`config.mk`:
```
export PLATFORM = sky130hd
export DESIGN_NAME = cia_tod_primitives
export DESIGN_NICKNAME = d
export VERILOG_FILES = /design/src/rtl/cia_tod_primitives.sv
export SDC_FILE = /design/constraint.sdc
export NUM_CORES = 1
export LEC_CHECK = 0
export CAP_MARGIN = 20
export CORE_AREA = 2 2 39 41
export DETAILED_ROUTE_END_ITERATION = 10
export DIE_AREA = 0 0 41 43
export GPL_ROUTABILITY_DRIVEN = 1
export RECOVER_POWER = 50
export SLEW_MARGIN = 25
export SYNTH_ARGS = -nofsm -noshare
export SYNTH_HDL_FRONTEND = slang
export SYNTH_SLANG_ARGS = --single-unit
```
`constraint.sdc`:
```
create_clock -name clk -period 1 [get_ports clk]
set_input_delay 0.2 -clock clk [delete_from_list [all_inputs] [get_ports clk]]
set_output_delay 0.2 -clock clk [all_outputs]
set_load 0.02 [all_outputs]
```
`src/rtl/cia_tod_primitives.sv`:
```
// CIA time-of-day primitives: a chainable BCD digit updater (load/increment/wrap/carry)
// and a strobe-gated falling-edge detector for the TOD pin.
module cia_tod_primitives #(
    parameter  int MAX = 9,
    localparam int W   = $clog2(MAX + 1)
) (
    input  logic         clk,
    input  logic         res,
    // edge detector
    input  logic         phi2_dn,
    input  logic         signal,
    output logic         trigger,
    // digit updater
    input  logic         we,
    input  logic [W-1:0] wdata,
    input  logic [W-1:0] cur,
    input  logic         cin,
    output logic [W-1:0] next,
    output logic         cout
);

    logic prev_q;
    logic trig_q;

    // Write wins over carry; out-of-range digits count on in binary without carrying.
    always_comb begin
        next = cur;
        cout = 1'b0;
        if (we) begin
            next = wdata;
        end else if (cin) begin
            if (cur == W'(MAX)) begin
                next = '0;
                cout = 1'b1;
            end else begin
                next = cur + W'(1);
            end
        end
    end

    // prev resets low, so a line already low at reset release never triggers.
    always_ff @(posedge clk or posedge res) begin
        if (res) begin
            prev_q <= 1'b0;
            trig_q <= 1'b0;
        end else if (phi2_dn) begin
            prev_q <= signal;
            trig_q <= prev_q & ~signal;
        end
    end

    assign trigger = trig_q;

endmodule

```
==> impl_metrics.env <==
export IMPL_drt_iter0_drc=0
export IMPL_setup_violations=5
export IMPL_clock_sinks=2
export IMPL_period_needed_ns=1.23
export IMPL_fin_crit_sh=1.23
export IMPL_cts_hold_buf=0
export IMPL_ys_warn_count=0
export IMPL_grt_max_degree=7
export IMPL_max_stage_delay_ns=0.37
export IMPL_cts_max_path_buffers=2
export IMPL_hold_path_class="primary input to asynchronous set/reset pin"
export IMPL_p_leak_nw=0.241
export IMPL_layout_commonest_cell="buf_4"
export IMPL_hold_viol_final=0
export IMPL_drc=0
export IMPL_crit_slowest_cell="or3_4"
export IMPL_critPathBufInv=2
export IMPL_cts_clk_slew_worst_paths_ns=0.03
export IMPL_finClkSkew_ns=0.00231
export IMPL_drtPass1Iterations=1
export IMPL_via_count=296
export IMPL_ant_nets=0
export IMPL_gr_total_overflow=0
export IMPL_seq_area_frac_synth=0.248
export IMPL_worstPathRequired_ns=0.80
export IMPL_clk_latency_ns=0.22
export IMPL_synth_nets=41
export IMPL_antenna_cells=0
export IMPL_tightestPinTransition_ns=0.243
export IMPL_finalNonFillerCells=72
export IMPL_maxSlewViolCount=0
export IMPL_routedWlPerCell_um=8.68
export IMPL_numCtsBuffers=3
export IMPL_fillers=146
export IMPL_htree_levels=1
export IMPL_ir_worst_vdd_uv=515
export IMPL_grtUsageTotal=0.105
export IMPL_port_buffers=19
export IMPL_drive_above_1_share=0.571
export IMPL_die_width_um=41
export IMPL_io_pin_count=20
export IMPL_rsz0062_at_grt="true"
export IMPL_outcome="complete, but fails checks"
export IMPL_critical_path_class="primary input to output port"
export IMPL_drv_cap=0
export IMPL_syn_inst=27
export IMPL_slew_headroom=0.838
export IMPL_dieArea_um2=1760
export IMPL_ys_types=18
export IMPL_violations="setup timing"
export IMPL_worst_setup_path_start_kind="primary input"
export IMPL_crit_top_cell="buf_6"
export IMPL_synthToLayoutAreaGrowth_pct=165
export IMPL_numPlacedInstances=68
export IMPL_antenna_found_initial=0
export IMPL_end_kind="output port"
export IMPL_synth_area_per_cell_um2=7.46
export IMPL_first_global_vias=332
export IMPL_critPathMaxFanout=3
export IMPL_via_per_inst=4.11
export IMPL_cellPowerDensity_nw_per_um2=896
export IMPL_root_buffer="clkbuf_4"
export IMPL_arrival_ns=1.03
export IMPL_synth_area_um2=201
export IMPL_synth_seq_cells=2
export IMPL_critPathTopFamily="simple AND/OR/NAND/NOR gates"
export IMPL_rows=14
export IMPL_start_util=0.146
export IMPL_gp_congestion=0.590
export IMPL_coreArea_um2=1380
export IMPL_path_cells="buf_6, nor2b_4, or3_4, a2bb2oi_4, buf_6"
export IMPL_fmax_ghz=0.816
export IMPL_routed_wl_um=625
export IMPL_fin_area_um2=534
export IMPL_final_nets=72
export IMPL_cts_tree="done"
export IMPL_dieHeight_um=43
export IMPL_setup_ws_ns=-0.226
export IMPL_dpl_instance_area_um2=499
export IMPL_grt_pass1_wl_um=1200
export IMPL_final_cell_mix="10 x buf_4, 6 x buf_6, 4 x clkdlybuf4s50_1"
registers in the layout, indices dropped and copies added, names as in the netlist:
signal / cells
prev_q: 1
trigger: 1
power by group:
group	internal (mW)	switching, mW
Sequential	0.0896	0.00359
Clock	0.132	0.0424
Combinational	0.121	0.0902
layer usage:
| metal | wire, um | global-route usage | up-vias |
|---|---|---|---|
| met5 | 0 | 0 | - |
| met4 | 0 | 0.100 | 0 |
| met3 | 44 | 0.0314 | 0 |
| met2 | 346 | 0.166 | 12 |
| met1 | 234 | 0.0990 | 129 |
| li1 | - | - | 155 |
synthesized netlist by cell type:
cell | count | area, um2
dfrtp_1 | 2 | 50.1
a2bb2oi_1 | 1 | 8.76
a31oi_1 | 1 | 6.26
nand3_1 | 1 | 5.00
nor2_1 | 1 | 3.75
nor4b_1 | 1 | 8.76
nand2_1 | 3 | 11.3
mux2_2 | 1 | 11.3
inv_1 | 3 | 11.3
o22ai_1 | 1 | 6.26
xnor2_1 | 1 | 8.76
nand2_2 | 1 | 6.26
or3_1 | 1 | 6.26
xor2_1 | 1 | 8.76
o21ai_0 | 4 | 20.0
a21oi_1 | 1 | 5.00
and4b_2 | 1 | 11.3
nor2b_1 | 2 | 12.5
final cells by class:
class                      count  area (um2)  area share
timing repair buffer          26         230       0.431
tap                           16        20.0      0.0375
sequential                     2        50.0      0.0937
inverter                       3        11.3      0.0211
clock buffer                   3        22.5      0.0422
multi-input combinational     22         200       0.375
cells by family after synthesis:
kind of cell / after synthesis / synth area share
compound gates: 8 / 0.230
simple gates: 11 / 0.323
buf+inv: 3 / 0.0559
mux: 1 / 0.0559
xor+xnor: 2 / 0.0870
flops: 2 / 0.248
stage by stage:
step | power, mW | util | setup TNS, ns | hold slack [ns] | setup WS [ns]
finish | 0.479 | 0.386 | -0.701 | 0.271 | -0.226
global route | 0.522 | 0.386 | -1.06 | 0.291 | -0.250
CTS | 0.490 | 0.378 | -0.729 | 0.129 | -0.253
floorplan | 0.179 | - | -0.0835 | -0.0588 | -0.0835
global placement | 0.306 | 0.361 | -5.34 | 0.358 | -1.11
detailed placement | 0.307 | 0.361 | -5.36 | 0.371 | -1.13
timing repair:
| action | CTS | global route |
|---|---|---|
| pin swaps | 9 | 2 |
| gates resized for setup | 66 | 3 |
| setup buffers | 1 | 0 |
| endpoints found under the setup margin | 6 | 5 |
worst paths after layout:
path                        start      end  slack (ns)  cells after the start
setup / recovery           cur[3]  next[1]       -0.23                      5
hold / removal                res   prev_q        0.27                      2
setup reg to reg           prev_q   prev_q        0.27                      1
hold reg to reg            prev_q   prev_q        0.50                      1
max in group asynchronous     res  trigger        0.61                      2
min in group clk           prev_q   prev_q        0.50                      1
(Power assumes the default switching activity.)
